[config.mk]
export PLATFORM = sky130hd
export DESIGN_NAME = tru_nbit_ctrl
export DESIGN_NICKNAME = d
export VERILOG_FILES = /design/src/rtl/tru_nbit_ctrl.sv
export SDC_FILE = /design/constraint.sdc
export NUM_CORES = 1
export LEC_CHECK = 0
export BUFFER_PORTS_ARGS = -buffer_cell sky130_fd_sc_hd__clkbuf_2
export CAP_MARGIN = 10
export CORE_MARGIN = 2
export CORE_UTILIZATION = 40
export CTS_BUF_LIST = sky130_fd_sc_hd__clkbuf_8
export CTS_CLUSTER_SIZE = 16
export DETAILED_ROUTE_END_ITERATION = 10
export PLACE_DENSITY = 0.63
export SYNTH_ARGS = -nofsm -noshare
export SYNTH_HDL_FRONTEND = slang
export SYNTH_SLANG_ARGS = --single-unit
[constraint.sdc]
create_clock -name clk -period 2.27 [get_ports clk]
set_clock_uncertainty 0.2 [all_clocks]
set_input_delay 0 -clock clk [delete_from_list [all_inputs] [get_ports clk]]
set_output_delay 0 -clock clk [all_outputs]
set_load 0.005 [all_outputs]
[src/rtl/tru_nbit_ctrl.sv]
// Nibble-serial WIDTH-bit subtract sequencer: drives one external 4-bit subtractor
// LSB nibble first and assembles D = A - B - bin with borrow, overflow and a start/done handshake.
module tru_nbit_ctrl #(
    parameter int WIDTH = 16
) (
    input  logic             clk,
    input  logic             rst_n,
    input  logic             start,
    input  logic [WIDTH-1:0] a,
    input  logic [WIDTH-1:0] b,
    input  logic             bin,
    output logic             busy,
    output logic             done,
    output logic [WIDTH-1:0] d,
    output logic             bo,
    output logic             ovf,
    output logic [3:0]       sub_a,
    output logic [3:0]       sub_b,
    output logic             sub_bin,
    input  logic [3:0]       sub_d,
    input  logic             sub_bo
);
    localparam int N     = WIDTH / 4;
    localparam int IDX_W = (N > 1) ? $clog2(N) : 1;

    typedef enum logic [1:0] {
        S_IDLE = 2'd0,
        S_RUN  = 2'd1,
        S_DONE = 2'd2
    } state_t;

    state_t             state_q, state_d;
    logic [IDX_W-1:0]   idx_q, idx_d;
    logic [WIDTH-1:0]   opa_q, opa_d;
    logic [WIDTH-1:0]   opb_q, opb_d;
    logic               brw_q, brw_d;
    logic [WIDTH-1:0]   res_q, res_d;
    logic [WIDTH-1:0]   d_q, d_d;
    logic               bo_q, bo_d;
    logic               ovf_q, ovf_d;

    logic [3:0]         opa_nib [N];
    logic [3:0]         opb_nib [N];
    logic               last_step;

    assign last_step = (idx_q == IDX_W'(N - 1));

    // Nibble views of the operands, and per-nibble capture of the subtractor result.
    for (genvar gi = 0; gi < N; gi++) begin : g_nib
        assign opa_nib[gi] = opa_q[4*gi +: 4];
        assign opb_nib[gi] = opb_q[4*gi +: 4];
        assign res_d[4*gi +: 4] = (state_q == S_RUN && idx_q == IDX_W'(gi)) ? sub_d
                                                                            : res_q[4*gi +: 4];
    end

    always_comb begin
        state_d = state_q;
        idx_d   = idx_q;
        opa_d   = opa_q;
        opb_d   = opb_q;
        brw_d   = brw_q;
        d_d     = d_q;
        bo_d    = bo_q;
        ovf_d   = ovf_q;
        sub_a   = 4'd0;
        sub_b   = 4'd0;
        sub_bin = 1'b0;
        busy    = 1'b0;
        done    = 1'b0;
        case (state_q)
            S_IDLE: begin
                if (start) begin
                    opa_d   = a;
                    opb_d   = b;
                    brw_d   = bin;
                    idx_d   = '0;
                    state_d = S_RUN;
                end
            end
            S_RUN: begin
                busy    = 1'b1;
                sub_a   = opa_nib[idx_q];
                sub_b   = opb_nib[idx_q];
                sub_bin = brw_q;
                brw_d   = sub_bo;
                if (last_step) begin
                    // Top nibble comes straight from the subtractor; lower nibbles are already captured.
                    d_d     = {sub_d, res_q[WIDTH-5:0]};
                    bo_d    = sub_bo;
                    ovf_d   = (opa_q[WIDTH-1] != opb_q[WIDTH-1]) && (sub_d[3] != opa_q[WIDTH-1]);
                    idx_d   = '0;
                    state_d = S_DONE;
                end else begin
                    idx_d = idx_q + 1'b1;
                end
            end
            S_DONE: begin
                busy    = 1'b1;
                done    = 1'b1;
                state_d = S_IDLE;
            end
            default: state_d = S_IDLE;
        endcase
    end

    always_ff @(posedge clk or negedge rst_n) begin
        if (!rst_n) begin
            state_q <= S_IDLE;
            idx_q   <= '0;
            opa_q   <= '0;
            opb_q   <= '0;
            brw_q   <= 1'b0;
            res_q   <= '0;
            d_q     <= '0;
            bo_q    <= 1'b0;
            ovf_q   <= 1'b0;
        end else begin
            state_q <= state_d;
            idx_q   <= idx_d;
            opa_q   <= opa_d;
            opb_q   <= opb_d;
            brw_q   <= brw_d;
            res_q   <= res_d;
            d_q     <= d_d;
            bo_q    <= bo_d;
            ovf_q   <= ovf_d;
        end
    end

    assign d   = d_q;
    assign bo  = bo_q;
    assign ovf = ovf_q;

endmodule

==> results of run 1 <==
==> synth_stat cells <==
library cell,count,area (um^2)
sky130_fd_sc_hd__a31oi_1,1,6.260
sky130_fd_sc_hd__mux2_2,32,360.4
sky130_fd_sc_hd__and2_1,9,56.30
sky130_fd_sc_hd__a32o_1,1,10.01
sky130_fd_sc_hd__nor2_1,2,7.510
sky130_fd_sc_hd__ha_1,8,100.1
sky130_fd_sc_hd__clkbuf_1,1,3.750
sky130_fd_sc_hd__buf_6,1,11.26
sky130_fd_sc_hd__a21oi_1,5,25.02
sky130_fd_sc_hd__and3_1,1,6.260
sky130_fd_sc_hd__nand2_2,1,6.260
sky130_fd_sc_hd__dfrtp_1,67,1677
sky130_fd_sc_hd__o21ai_0,3,15.01
sky130_fd_sc_hd__a31o_2,1,8.760
sky130_fd_sc_hd__nand2b_1,2,12.51
sky130_fd_sc_hd__and3b_1,2,17.52
sky130_fd_sc_hd__mux2_1,30,337.8
sky130_fd_sc_hd__mux4_2,7,157.7
sky130_fd_sc_hd__mux4_1,1,26.28
sky130_fd_sc_hd__buf_2,5,25.02
sky130_fd_sc_hd__nand2_1,5,18.77
sky130_fd_sc_hd__inv_1,5,18.77
==> worst max-delay path by stage <==
stage	slack, ns	cells after the start	end
6_report	0.18	4	sub_b[3]
3_5_place_dp	0.46	3	d[6]
5_1_grt	0.07	4	sub_b[1]
4_1_cts	0.12	4	sub_b[3]
2_1_floorplan	0.60	4	d[10]
3_3_place_gp	0.46	3	d[11]
==> stage by stage <==
stage                     power [mW]  std cells  setup WS [ns]  instance area [um^2]  util [%]
final                          4.659        413         0.1834                  3998     56.01
after global placement         3.671        356         0.4613                  3400     47.63
after global routing           5.017        413        0.07272                  3998     56.01
after floorplan                3.135        190         0.5993                  2908         -
after CTS                      4.737        413         0.1242                  3998     56.01
after detailed placement       3.729        356         0.4583                  3400     47.63
==> what timing repair did <==
action                    in CTS  in global routing
hold buffers                  41                  0
hold endpoints to repair     120                  0
setup buffers                  0                  0
==> registers in the layout (all words and copies together) (netlist names) <==
| name | cells |
|---|---|
| opa_q | 16 |
| d | 16 |
| bo | 1 |
| brw_q | 1 |
| state_q | 2 |
| ovf | 1 |
| idx_q | 2 |
| res_q | 12 |
| opb_q | 16 |
==> cells in the final DEF, fill, tap and decap left out, types with 3 or more instances in the layout <==
cell type,instances
sky130_fd_sc_hd__a21oi_1,5
sky130_fd_sc_hd__and2_1,9
sky130_fd_sc_hd__buf_4,3
sky130_fd_sc_hd__clkbuf_2,68
sky130_fd_sc_hd__clkbuf_8,10
sky130_fd_sc_hd__dfrtp_1,67
sky130_fd_sc_hd__dlygate4sd3_1,41
sky130_fd_sc_hd__ha_1,8
sky130_fd_sc_hd__inv_1,9
sky130_fd_sc_hd__mux2_1,30
sky130_fd_sc_hd__mux2_2,32
sky130_fd_sc_hd__mux4_2,7
sky130_fd_sc_hd__nand2_1,5
sky130_fd_sc_hd__o21ai_0,3
==> worst min-delay path: stages <==
cell	delay (ns)
sky130_fd_sc_hd__dlygate4sd3_1	0.52
sky130_fd_sc_hd__buf_2	0.12
sky130_fd_sc_hd__buf_12	0.31
==> logic make-up (layout without fill, tap and decap cells) <==
logic type	after synthesis	after routing	share of synthesized area (%)
DFF	67	67	57.66
muxes	70	70	30.34
AOI/OAI and AO/OA	11	11	2.237
and+or+nand+nor	22	22	4.303
buffers and inverters	12	136	2.022
adders and majority gates	8	8	3.442
==> cell type report <==
| class | count | area share [%] |
|---|---|---|
| Sequential cell | 67 | 41.94 |
| Multi-Input combinational cell | 111 | 29.33 |
| Timing Repair Buffer | 115 | 20.47 |
| Clock buffer | 10 | 3.443 |
| Tap cell | 99 | 3.099 |
| Clock inverter | 6 | 1.252 |
| Inverter | 5 | 0.4695 |
==> per-layer routing <==
layer / up-vias / part of all wire, %
met5: - / 0
met1: 971 / 46
met3: 8 / 2.9
met2: 36 / 49
li1: 917 / -
met4: 0 / 2.0
==> power by group through the flow <==
stage	logic, mW	registers, mW	clock network (mW)
after detailed placement	1.61	2.12	0
after floorplan	1.13	2.00	0
after CTS	1.68	2.09	0.968
final	1.64	2.08	0.931
after global routing	1.83	2.16	1.02
after global placement	1.58	2.09	0
==> results.txt, run 1 <==
outcome: complete, no violations
critical path launch point: idx_q[0]
wire length of the first global-routing pass: 9.246 mm
Mapped Cells: 190
fraction of layout instances using a drive strength above 1: 40.45%
number of CTS-inserted buffers: 9
max incr delay on CP: 0.52 ns
Mapped Nets: 239
net switching component of the power: 1.370 mW
relative slew slack: 71.48%
final setup violation count: 0
clock sink count: 67
number of gates given a new drive strength after cts: 0
# Max-Cap Violations: 0
cell breakdown of the critical path: buf_4 > mux4_2 > and2_1 > clkbuf_2
average instance area after synthesis: 15.30 um^2
worst voltage drop across the vdd grid: 0.4804 mV
fmax: 0.4792 GHz
flip-flop and latch area: 1677 um^2
hold slack final: 0.01816 ns
shortest clock period the worst path allows after layout: 2.087 ns
final RePlAce weighted congestion: 0.7003
total I/O pin count: 70
number of nets with antenna violations after routing: 0
count of final hold-check violations: 0
worst min path class: input pin to asynchronous set/reset pin
Register-to-Register Setup Slack: 0.33 ns
category of the worst setup path launch point: flop
master cell of the clock root buffer: sky130_fd_sc_hd__clkbuf_8
register area share after synthesis: 57.66%
share of total power in the clock network: 20.0%
global-route track usage on met3: 3.693%
num rows: 31
total of buffers placed on input and output ports: 69
First DRT Iteration DRCs: 78
endpoint of the lowest-slack register-to-register path: brw_q
Internal Power: 3.288 mW
GR Util met1: 21.21%
core area: 7137 um^2
effective utilization at floorplan: 40.74%
H-tree depth: 3
met2 track demand over resource in global routing: 23.77%
fill cell total of the finished layout: 612
GRT busiest layer: met2
full die area: 7967 um^2
setup repair after global routing missed its margin: false
Chip Width: 89.26 um
Comb power frac: 35.3%
Syn. warnings: 0
worst reg2reg path startpoint: state_q[0]
required arrival time at the worst endpoint: 2.07 ns
latest clock arrival within the worst-skew pair: 0.33 ns
max-slew violation count: 0
detailed-route vias per instance: 4.678
count of unique library cells instantiated by Yosys: 22
TritonCTS clock tree: yes
kind of critical path: flop to output pin
Final #Nets: 358
P per Cell Area: 1165 nW/um^2
reg2reg path depth: 6
slowest CP cell: sky130_fd_sc_hd__mux4_2
largest net degree at the start of global routing: 68
register clock-pin slew on the reported worst setup and hold paths: 0.06 ns
Critical Path End Type: output pin
Worst Path Arrival: 1.89 ns
number of buffers on the longest clock path: 2
total standard cell area after synthesis: 2908 um^2
initial antenna violation count: 0
area growth from synthesis to layout: 37.48%
DRC errors left: 0
DR pass1 iterations: 4
post-synthesis sequential element count: 67
part of the power in registers: 44.7%
average wire per standard cell: 13.61 um
HPWL after DPL: 3.821 mm
worst slew pin tran: 0.4262 ns
overflow left after global routing: 0
number of global-route vias before repair: 1910
Largest delay share family, worst path: multiplexers
number of diodes: 0
Lkg Pwr: 1.908 nW
multi-input combinational cell area: 1172 um^2
routed vias: 1932
global-route total usage across every layer: 15.66%
critical-path maximum fanout: 8
setup TNS: 0 ns
detailed-route wire length: 5.620 mm
vertical die dimension: 89.26 um
Final period util: 91.92%
switching share of power: 29.41%
WP buf/inv: 2
(Power assumes the default switching activity.)
==> run 2: changes to the inputs <==
--- a/config.mk
+++ b/config.mk
@@ -8,11 +8,11 @@
 export BUFFER_PORTS_ARGS = -buffer_cell sky130_fd_sc_hd__clkbuf_2
 export CAP_MARGIN = 10
 export CORE_MARGIN = 2
-export CORE_UTILIZATION = 40
+export CORE_UTILIZATION = 45
 export CTS_BUF_LIST = sky130_fd_sc_hd__clkbuf_8
 export CTS_CLUSTER_SIZE = 16
 export DETAILED_ROUTE_END_ITERATION = 10
-export PLACE_DENSITY = 0.63
+export PLACE_DENSITY = 0.69
 export SYNTH_ARGS = -nofsm -noshare
 export SYNTH_HDL_FRONTEND = slang
 export SYNTH_SLANG_ARGS = --single-unit
==> results.txt, run 2 (synthesized netlist as in run 1, its figures left out) <==
Final period util: 89.55% (-2.4 points)
largest net degree at the start of global routing: 68 (unchanged)
required arrival time at the worst endpoint: 2.07 ns (about the same)
worst min path class: input pin to asynchronous set/reset pin
register clock-pin slew on the reported worst setup and hold paths: 0.08 ns (+0.02 ns)
initial antenna violation count: 0 (unchanged)
leading cell type in the layout, fill and taps excluded: sky130_fd_sc_hd__clkbuf_2
detailed-route wire length: 5.893 mm (+4.9%)
Place WS: 0.3565 ns (-0.1018 ns)
violated checks: hold timing
total of buffers placed on input and output ports: 69 (unchanged)
Final #Nets: 358 (unchanged)
category of the worst setup path launch point: flop
latest clock arrival within the worst-skew pair: 0.34 ns (about the same)
number of buffers on the longest clock path: 2 (unchanged)
number of diodes: 0 (unchanged)
H-tree depth: 3 (unchanged)
slowest CP cell: sky130_fd_sc_hd__mux4_1
DRC errors left: 0 (unchanged)
full die area: 7121 um^2 (-11%)
effective utilization at floorplan: 46.06% (+5.3 points)
setup TNS: 0 ns (unchanged)
max incr delay on CP: 0.55 ns (+0.03 ns)
max-slew violation count: 0 (unchanged)
routed vias: 1967 (+1.8%)
Worst Path Arrival: 1.83 ns (-0.06 ns)
global-route total usage across every layer: 18.74% (+3.1 points)
Power, Total: 4.852 mW (+4.1%)
vertical die dimension: 84.39 um (-5.5%)
overflow left after global routing: 0 (unchanged)
fraction of layout instances using a drive strength above 1: 41.72% (+1.3 points)
core area: 6314 um^2 (-12%)
P per Cell Area: 1210 nW/um^2 (+3.9%)
highest-count cells in the layout ignoring fill and taps: 68 x sky130_fd_sc_hd__clkbuf_2, 67 x sky130_fd_sc_hd__dfrtp_1, 41 x sky130_fd_sc_hd__dlygate4sd3_1, 32 x sky130_fd_sc_hd__mux2_2, 30 x sky130_fd_sc_hd__mux2_1
TritonCTS clock tree: yes
count of final hold-check violations: 10 (+10)
total I/O pin count: 70 (unchanged)
wire length of the first global-routing pass: 10.23 mm (+11%)
Chip Width: 84.39 um (-5.5%)
post-CTS setup buffer count: 0 (unchanged)
clock sink count: 67 (unchanged)
average wire per standard cell: 15.07 um (+11%)
HPWL after DPL: 3.836 mm (+0.40%)
post-route setup slack: 0.2373 ns (+0.05388 ns)
First DRT Iteration DRCs: 100 (+28%)
master cell of the clock root buffer: sky130_fd_sc_hd__clkbuf_8
worst voltage drop across the vdd grid: 0.6739 mV (+40%)
# Max-Cap Violations: 0 (unchanged)
number of nets with antenna violations after routing: 0 (unchanged)
num rows: 29 (-6.5%)
final setup violation count: 0 (unchanged)
area growth from synthesis to layout: 37.87%
Final Cell Area: 4009 um^2 (+0.28%)
number of global-route vias before repair: 2106 (+10%)
DR pass1 iterations: 4 (unchanged)
shortest clock period the worst path allows after layout: 2.033 ns (-0.05388 ns)
cell breakdown of the critical path: buf_4 > mux4_1 > and2_1 > clkbuf_2
Critical Path End Type: output pin
detailed-route vias per instance: 5.031 (+7.5%)
number of gates given a new drive strength after cts: 0 (unchanged)
Lkg Pwr: 1.905 nW (-0.14%)
setup repair after global routing missed its margin: false
kind of critical path: flop to output pin
hold slack final: -0.01385 ns (-0.03201 ns)
relative slew slack: 69.39% (-2.1 points)
number of CTS-inserted buffers: 9 (unchanged)
critical-path maximum fanout: 10 (+2)
fmax: 0.4919 GHz (+2.7%)
final RePlAce weighted congestion: 0.7113 (+1.6%)
post-place instance area: 3372 um^2 (-0.81%)
reg2reg path depth: 6 (unchanged)
outcome: complete, but fails checks
worst slew pin tran: 0.4575 ns (+0.03129 ns)
run 2: cell count changes in the layout (fill, tap and decap cells not counted), sizes merged:
cell and delta:
inv -4, clkinvlp +2, bufinv +1, clkinv +1
run 2: critical path: cells and delay by family, from the launching register on:
family / cells / cell delay (ns)
buffers and inverters: 2 / 0.36
and+or+nand+nor: 1 / 0.18
DFF: 1 / 0.40
muxes: 1 / 0.55
run 2: final timing paths:
kind / startpoint / end / slack, ns
max: idx_q[0] / sub_a[3] / 0.24
min: rst_n / d[14] / -0.01
max reg2reg: state_q[1] / brw_q / 0.31
min reg2reg: opa_q[7] / opa_q[7] / 0.28
max in group asynchronous: rst_n / res_q[0] / 1.59
min in group clk: b[4] / opb_q[4] / 0.20
run 2: repair_timing:
action | CTS | global route
hold buffers | 41 | 0
setup endpoints to repair | 0 | 0
endpoints found under the hold margin | 121 | 0
run 2: layout make-up:
cell class	count	area, um^2
inverter	5	18.77
multi-input combinational	111	1172
tap	77	96.34
clock inverter	6	88.84
sequential	67	1677
timing repair buffer	115	818.3
fill	525	2305
clock buffer	10	137.6
run 2: layer usage:
layer / vias up / part of all wire, % / GRT usage, %
met5: - / 0 / 0
met4: 0 / 2.2 / 8.225
met3: 11 / 3.4 / 4.523
met2: 38 / 50 / 30.52
met1: 1000 / 44 / 24.03
li1: 918 / - / -
run 2: power breakdown:
part	internal [mW]	switching, mW	leakage, nW	total, mW
clock network	0.648	0.470	0.108	1.12
logic	1.00	0.661	0.987	1.66
registers	1.76	0.306	0.809	2.07
run 2: metrics by stage:
stage	util [%]	instances
6_report	63.50	391
2_1_floorplan	-	190
3_3_place_gp	53.41	334
4_1_cts	63.50	391
3_5_place_dp	53.41	334
5_1_grt	63.50	391
